===== src/rtl/dmem_arbiter.sv =====
// Round-robin owner arbiter for the shared single-port data memory; grant one cycle after req.
// One beat per cycle, bursts capped at BURST_MAX; a waiting master simply sees ack low.
module dmem_arbiter #(
   parameter int DATA_W    = 32,
   parameter int ADDR_W    = 32,
   parameter int BURST_MAX = 4
) (
   input  logic              clk,
   input  logic              rst,
   input  logic              req0,
   input  logic              req1,
   input  logic              we0,
   input  logic              we1,
   input  logic [ADDR_W-1:0] addr0,
   input  logic [ADDR_W-1:0] addr1,
   input  logic [DATA_W-1:0] wdata0,
   input  logic [DATA_W-1:0] wdata1,
   input  logic              last0,
   input  logic              last1,
   output logic              ack0,
   output logic              ack1,
   output logic [DATA_W-1:0] rdata0,
   output logic [DATA_W-1:0] rdata1,
   output logic              mem_we,
   output logic [ADDR_W-1:0] mem_a,
   output logic [DATA_W-1:0] mem_wd,
   input  logic [DATA_W-1:0] mem_rd,
   output logic [1:0]        owner,
   output logic              busy
);

   typedef enum logic [1:0] {IDLE = 2'b00, GNT0 = 2'b01, GNT1 = 2'b10} state_t;

   localparam logic [3:0] BEAT_LIMIT = 4'(BURST_MAX);

   state_t     state, state_nxt;
   logic       rr_ptr, rr_ptr_nxt;
   logic [3:0] beat_cnt, beat_cnt_nxt;
   logic       cur_req, cur_last, oth_req, rel;

   always_ff @(posedge clk or negedge rst) begin
      if (!rst) begin
         state    <= IDLE;
         rr_ptr   <= 1'b0;
         beat_cnt <= 4'd0;
      end else begin
         state    <= state_nxt;
         rr_ptr   <= rr_ptr_nxt;
         beat_cnt <= beat_cnt_nxt;
      end
   end

   always_comb begin
      state_nxt    = state;
      rr_ptr_nxt   = rr_ptr;
      beat_cnt_nxt = beat_cnt;
      ack0         = 1'b0;
      ack1         = 1'b0;
      rdata0       = '0;
      rdata1       = '0;
      mem_we       = 1'b0;
      mem_a        = '0;
      mem_wd       = '0;

      cur_req  = (state == GNT1) ? req1  : req0;
      cur_last = (state == GNT1) ? last1 : last0;
      oth_req  = (state == GNT1) ? req0  : req1;
      // A dropped req releases without a beat, so last/cap only matter when req is up.
      rel      = !cur_req || cur_last || ((beat_cnt + 4'd1) == BEAT_LIMIT);

      if (state == GNT0 && req0) begin
         ack0   = 1'b1;
         rdata0 = mem_rd;
         mem_we = we0;
         mem_a  = addr0;
         mem_wd = wdata0;
      end
      if (state == GNT1 && req1) begin
         ack1   = 1'b1;
         rdata1 = mem_rd;
         mem_we = we1;
         mem_a  = addr1;
         mem_wd = wdata1;
      end

      if (state == IDLE) begin
         if (req0 && req1)
            state_nxt = rr_ptr ? GNT1 : GNT0;
         else if (req0)
            state_nxt = GNT0;
         else if (req1)
            state_nxt = GNT1;
      end else if (rel) begin
         rr_ptr_nxt   = (state == GNT0);
         beat_cnt_nxt = 4'd0;
         if (oth_req)
            state_nxt = (state == GNT0) ? GNT1 : GNT0;
         else if (cur_req)
            state_nxt = state;
         else
            state_nxt = IDLE;
      end else begin
         beat_cnt_nxt = beat_cnt + 4'd1;
      end
   end

   assign owner = state;
   assign busy  = (state != IDLE);

endmodule


===== config.mk =====
export PLATFORM = sky130hd
export DESIGN_NAME = dmem_arbiter
export DESIGN_NICKNAME = d
export VERILOG_FILES = /design/src/rtl/dmem_arbiter.sv
export SDC_FILE = /design/constraint.sdc
export NUM_CORES = 1
export LEC_CHECK = 0
export CAP_MARGIN = 30
export CORE_AREA = 2 2 116 118
export DETAILED_ROUTE_END_ITERATION = 10
export DIE_AREA = 0 0 118 120
export GPL_TIMING_DRIVEN = 0
export HOLD_SLACK_MARGIN = 0.03
export MAX_ROUTING_LAYER = met4
export PLACE_DENSITY = 0.52
export SYNTH_ARGS = -nofsm -noshare
export SYNTH_HDL_FRONTEND = slang
export SYNTH_SLANG_ARGS = --single-unit

===== constraint.sdc =====
create_clock -name clk -period 2.9 [get_ports clk]
set_input_delay 0.29 -clock clk [delete_from_list [all_inputs] [get_ports clk]]
set_output_delay 0.29 -clock clk [all_outputs]
set_load 0.05 [all_outputs]

==> Word level (Yosys, flattened, before mapping) <==
Cells that the tools add are included.
{ "totals": {"regBits": 7, "in_bits": 168, "out_inout_bits": 134, "elab_cells": 44} }
{ "op_classes": {"n_addsub": 1, "eq_ne": 5, "n_mux": 23, "bitwise_logic": 1, "n_reduce_logical": 11} }
{ "ops": {"columns": ["op", "n"], "rows": [
  ["$mux W32", 6],
  ["$mux W2", 9],
  ["$mux W1", 7],
  ["$add A4 B1 Y4 const B", 1],
  ["$eq A4 B3 Y1 const B", 1],
  ["$mux W4", 1],
  ["$ne A4 B3 Y1 const B", 1],
  ["$reduce_bool A2 Y1", 2],
  ["$logic_and A1 B1 Y1", 3],
  ["$ne A3 B1 Y1 const B", 1],
  ["$reduce_and A3 Y1", 1],
  ["$eq A2 B1 Y1 const B", 1],
  ["$eq A2 B2 Y1 const B", 1],
  ["$logic_not A2 Y1", 1],
  ["$logic_or A1 B1 Y1", 2],
  ["$reduce_and A2 Y1", 1],
  ["$logic_not A1 Y1", 1],
  ["$not A1 Y1", 1]
]} }

==> Depth between registers and ports, before layout <==
{ "depth": {"ltp_word": 7, "depth_mapped": 6, "ltp_nobuf": 5} }

==> Worst setup path before layout <==
Ideal clock, no wire load.
{ "synth_timing": {"path_kind": "register -> output", "from": "reg state[1], in the netlist owner[1]", "to": "out rdata1[22]", "arrival_time_ns": 2.244, "t_required_ns": 2.610, "slack_ns": 0.366, "stages_incl_launch_ff": 6, "path_buffers": 2, "cell_sequence": "dfrtp_1 buf_2 nand2_1 nor2_2 clkbuf_1 and2_1"} }
{ "synth_via": {"elab_chain_len": 3} }
{ "synth_lines": {"columns": ["element", "line_no", "rtl"], "rows": [
  ["start: declaration", "36", "state_t state, state_nxt;"],
  ["start signal: assignment", "47", "state <= state_nxt;"],
  ["$eq A2 B2 Y1", "78", "if (state == GNT1 && req1) begin"],
  ["$logic_and A1 B1 Y1", "78", null],
  ["$mux W32", "78", null],
  ["end: declaration", "23", "output logic [DATA_W-1:0] rdata1,"]
]} }
Every way passes these cells.

==> Worst setup path after layout <==
{ "layout_timing": {"from": "in req0", "to": "out mem_a[25]"} }
{ "layout_via": {"elab_chain_len": 3} }
{ "layout_lines": {"columns": ["element", "line_no", "rtl"], "rows": [
  ["start: declaration", "10", "input logic req0,"],
  ["$logic_and A1 B1 Y1", "71", "if (state == GNT0 && req0) begin"],
  ["$mux W32", "71", null],
  ["$mux W32", "78", null],
  ["end: declaration", "25", "output logic [ADDR_W-1:0] mem_a,"]
]} }
Every way passes these cells.

==> reports/results.txt <==
Status -> finished, final reports clean
Final Skew -> 0.000215 ns
Cell area after synthesis -> 1480 um2
Warning count from the yosys run -> 0
Post-DP HPWL -> 9.11 mm
Via density -> 4.17
Initial antenna violation count -> 0
Overflow after GRT -> 0
Crit path launch type -> input port
DRT iter0 DRCs -> 46
Arrival time at the worst endpoint -> 2.49 ns
Max Slew Vio Count -> 0
Total CTS buffers -> 3
Most frequent cells in the layout -> clkdlybuf4s50_1, dlygate4sd2_1, a22o_1, and2_1, dlymetal6s2s_1
Vias in the first global route -> 2862
Metal3 WL -> 899 um
Hold-fix buffers, CTS -> 0
Post-Route WL -> 10.6 mm
Final hold slack -> 0.337 ns
# IOs -> 302
# diodes -> 0
Area of the multi-input gates -> 1210 um2
Max Cap Viol -> 0
Slowest CP cell -> clkdlybuf4s50_1
Post-CTS setup buffer count -> 0
H-Tree Depth -> 1
Die area -> 14200 um2
Commonest non-fill, non-tap cell in the layout -> clkdlybuf4s50_1
Layout cells sized above 1 -> 3.38%
Number of buffers added on ports -> 301
Measured slew at the worst slew-check pin -> 0.592 ns
Design Area, Final -> 4750 um2
CTS tree -> built
Routed length per placed instance -> 15.6 um
Area of the core -> 13000 um2
Kind of critical path -> in -> out
P_leak -> 2.73 nW
Crit-path most repeated cell -> buf_2
Syn avg cell area -> 7.49 um2
Synth Register Bits -> 7
Pin count of the biggest net entering global routing -> 11
Mapped Cells -> 198
Die H -> 120 um
First-pass GRT wire length -> 15.9 mm
Gpl congestion -> 0.874
Fmax -> 0.360 GHz
Hold Crit Class -> in -> async
Metal2 WL -> 5.76 mm
# DRC -> 0
Worst Path Required -> 2.61 ns
Worst setup EP type -> output pin
Flop-to-flop setup slack -> 1.24 ns
Met1 Wirelength -> 3.88 mm
# clock sinks -> 7
PD cells -> 657 nW/um2
Max IR drop VDD -> 0.219 mV
Min cycle time layout -> 2.78 ns
Reg area -> 175 um2
Syn nets -> 367
Cell Area, Placed -> 4720 um2
Fin crit share -> 95.8%
Seq/Total Area, Yosys -> 11.8%
Final nets -> 673
Via Count -> 2833
Highest Signal Layer -> met4
Crit Path Max Fanout -> 10
CP cell instances -> clkdlybuf4s50_1, nand2_1, nor2_4, buf_2, buf_2, a22o_1, dlygate4sd2_1
Final Hold Fails -> 0
Max_slew headroom -> 60.4%
CP peak stage delay -> 0.54 ns
Tot GR Track Use -> 14.3%
Clock root cell -> clkbuf_16
Rows -> 42
Clock Path Buffers -> 2
Clk_lat worst skew -> 0.23 ns
Total power -> 3.12 mW
Initial Util -> 11.4%
Remaining antenna violation count -> 0
Final Util -> 36.6%
Die X-Extent -> 118 um
Synth unique cells -> 30
Drt pass-1 iters -> 4
Fill cells -> 1378
Layout area overhead -> 220%
Final setup fails -> 0
Reg clk slew, reported paths -> 0.04 ns
## what timing repair did
action / in CTS / in global routing
gates resized for setup: 104 / 34
hold endpoints to repair: 0 / 0
endpoints found under the setup margin: 131 / 33
## worst paths after layout
check | cells after the start | from | end
setup / recovery | 7 | req0 | mem_a[25]
hold / removal | 1 | rst | beat_cnt[3]
setup reg to reg | 4 | beat_cnt[0] | owner[1]
hold reg to reg | 2 | beat_cnt[1] | beat_cnt[1]
max in group asynchronous | 1 | rst | owner[1]
min in group clk | 2 | beat_cnt[1] | beat_cnt[1]
## critical path, delay by kind of cell
family                 cells  cell delay, ns
and+or+nand+nor            2            0.44
buffers and inverters      4            1.58
AOI/OAI and AO/OA          1            0.17
## synthesized netlist by cell type, drive strengths merged
master   number  area, um2
a22o         65        569
and2         64        400
clkbuf       15       58.8
nand2         8       30.0
buf           7       38.8
dfrtp         7        175
nor2          5       23.8
nor3          4       20.0
inv           3       11.3
o21ai         3       15.0
a21oi         2       10.0
a31oi         2       18.8
a211oi        1       12.5
and4bb        1       12.5
ha            1       12.5
nand2b        1       6.26
nand3         1       5.00
nand3b        1       7.51
nand4b        1       8.76
nor3b         1       7.51
o221ai        1       8.76
o2bb2ai       1       8.76
o311ai        1       8.76
or2           1       6.26
or4           1       7.51
## state kept, by name, summed over array words and instances, names as in the netlist
signal,flops
beat_cnt,4
owner,2
rr_ptr,1
## metal layers
layer	up-vias	GRT usage (%)
li1	1352	-
met1	1289	14.9
met2	188	27.9
met3	4	2.99
met4	0	2.11
met5	-	-
## area by class of cell
cell class	instances	share of cell area [%]
Buffer	22	2.08
Multi-Input combinational cell	166	25.5
Tap cell	176	4.63
Inverter	3	0.237
Timing Repair Buffer	301	62.3
Sequential cell	7	3.69
Clock buffer	4	1.66
## cell families after synthesis
family / after synthesis / synth area share, %
AO/OA/AOI/OAI: 76 / 43.9
adder cells (fa/ha/maj): 1 / 0.843
AND/OR/NAND/NOR: 89 / 36.1
flip-flops: 7 / 11.8
buffers and inverters: 25 / 7.34
## report_power, final
group          internal, mW  leakage [nW]  switching, mW
Clock                 0.183        0.0382         0.0512
Sequential            0.129        0.0909         0.0208
Combinational         0.882          2.60           1.86
Total                  1.19          2.73           1.93
## stage by stage
step	std cells	setup TNS, ns	setup slack [ns]
floorplan	198	0	0.366
global placement	675	-24.69	-0.338
detailed placement	675	-29.51	-0.382
CTS	679	0	0.000664
global route	679	-0.0116	-0.00568
finish	679	0	0.122
(Power assumes the default switching activity.)
==> variant: new RTL, config.mk and constraints unchanged <==
The parameter `ADDR_W` goes from 32 to 40.
--- a/src/rtl/dmem_arbiter.sv
+++ b/src/rtl/dmem_arbiter.sv
@@ -2,7 +2,7 @@
 // One beat per cycle, bursts capped at BURST_MAX; a waiting master simply sees ack low.
 module dmem_arbiter #(
    parameter int DATA_W    = 32,
-   parameter int ADDR_W    = 32,
+   parameter int ADDR_W    = 40,
    parameter int BURST_MAX = 4
 ) (
    input  logic              clk,
Ports: changed (resized addr0, addr1 and mem_a); port bits go from 302 to 326. No check against the original RTL was run, so the function may have changed too.
==> variant against the original RTL <==
Die area stayed put; synthesized area is 5.6% higher; clock power is 2% higher; cell area is 4.4% higher; routed wire length is 14% higher; critical path depth stayed put; fmax is 1.3% higher; total power is 6.4% higher; sequential cell count stayed put; worst setup slack better by 0.034 ns; critical endpoint is now rdata1[0]; highest routed layer unchanged.
==> variant: results (changes against the original RTL) <==
Cells and area
  – Share of layout cells above drive strength 1: 7.26% (+3.9 points)
  – Layout fillers: 1359 (-1.4%)
  – Final #Nets: 723 (+7.4%)

Outcome
  – Status: complete, no violations

Yosys
  – Sequential area share after synthesis: 11.2% (-0.63 points)
  – Synth top cells by count: a22o_1 (73), and2_1 (64), clkbuf_1 (12), buf_2 (9), nand2_1 (8)
  – Syn nets: 393 (+7.1%)
  – Yosys cell types: 29 (-3.3%)
  – Asr flop ratio synth: 100% (unchanged)

Setup path
  – Worst R2R Start: owner[1]$_DFFE_PN0P_
  – Worst setup startpoint: req1
  – Arr. time, crit path: 2.45 ns (-0.04 ns)

Power
  – Switching Fraction: 62.7% (+0.98 points)
  – Leakage: 2.54 nW (-6.9%)
  – Worst vdd ir: 284 µV (+30%)

STA
  – Max-slew headroom: 63.4% (+3.0 points)

Global routing
  – Initial antenna violation count: 0 (unchanged)
  – First-pass GRT wire length: 17900 µm (+13%)
  – Number of global-route vias before repair: 3087 (+7.9%)
  – Pin count of the biggest net entering global routing: 11 (unchanged)
  – GRT Total Usage: 16.4% (+2.1 points)

Placement
  – Hpwl dp: 10500 µm (+15%)
  – Gpl congestion: 0.888 (+1.6%)
  – PortBufs: 325 (+8.0%)

Drt
  – Post-DR vias/cell: 4.20 (+0.61%)
  – DRT iter0 DRCs: 94 (+100%)
  – Final wirelength: 12100 µm (+14%)
-- variant: final cells by class --
type / instances / share of cell area, %
repair buffers: 325 / 62.2
multi-input cells: 174 / 25.8
inverters: 3 / 0.227
flip-flops and latches: 7 / 3.53
well taps: 176 / 4.44
clock buffers: 4 / 1.59
plain buffers: 24 / 2.27
-- variant: cells by family after synthesis --
group / count (synthesis) / synth area share (%)
buffers and inverters: 27 / 7.82
AND/OR/NAND/NOR: 89 / 34.2
flip-flops: 7 / 11.2
AO/OA/AOI/OAI: 84 / 46.0
adder cells (fa/ha/maj): 1 / 0.798
-- variant: per-stage QoR --
step	std cells	instance area (µm²)	hold WS (ns)	total power, mW
5_1_grt	713	4960	0.361	3.48
3_3_place_gp	709	5040	0.503	3.34
4_1_cts	713	4990	0.341	3.36
2_1_floorplan	208	1570	-0.00559	2.17
6_report	713	4960	0.324	3.32
3_5_place_dp	709	5040	0.519	3.34
-- variant: power by group through the flow --
stage          Sequential [mW]  Combinational (mW)  Clock, mW
4_1_cts                  0.149                2.97      0.242
6_report                 0.149                2.94      0.238
2_1_floorplan            0.192                1.97          0
5_1_grt                  0.153                3.08      0.249
3_5_place_dp             0.150                3.19          0
3_3_place_gp             0.148                3.19          0
-- variant: timing repair --
| item | in CTS | in global routing |
|---|---|---|
| endpoints found under the setup margin | 138 | 68 |
| gates resized for setup | 148 | 51 |
| setup buffers | 0 | 0 |
-- variant: path summary, 6_finish.rpt --
| path | cells after the start | end | slack [ns] |
|---|---|---|---|
| min in group clk | 2 | beat_cnt[1]$_DFFE_PN0N_ | 0.52 |
| hold reg to reg | 2 | beat_cnt[1]$_DFFE_PN0N_ | 0.52 |
| hold / removal | 1 | rr_ptr$_DFFE_PN0P_ | 0.32 |
| setup reg to reg | 5 | owner[1]$_DFFE_PN0P_ | 1.31 |
| setup / recovery | 7 | rdata1[0] | 0.16 |
| max in group asynchronous | 1 | beat_cnt[3]$_DFFE_PN0N_ | 2.33 |
-- variant: worst max-delay path, stage by stage --
cell             delay (ns)
clkdlybuf4s50_1        0.57
nand2_1                0.12
nor2_4                 0.25
buf_2                  0.28
buf_2                  0.24
and2_1                 0.16
clkdlybuf4s15_1        0.53
-- variant: metal layers --
metal | wire length, µm | GRT usage [%] | vias to the layer above
met3 | 1150 | 4.52 | 14
met1 | 4250 | 16.7 | 1329
met4 | 178 | 3.46 | 0
li1 | - | - | 1443
met2 | 6480 | 31.2 | 207
met5 | 0 | - | -
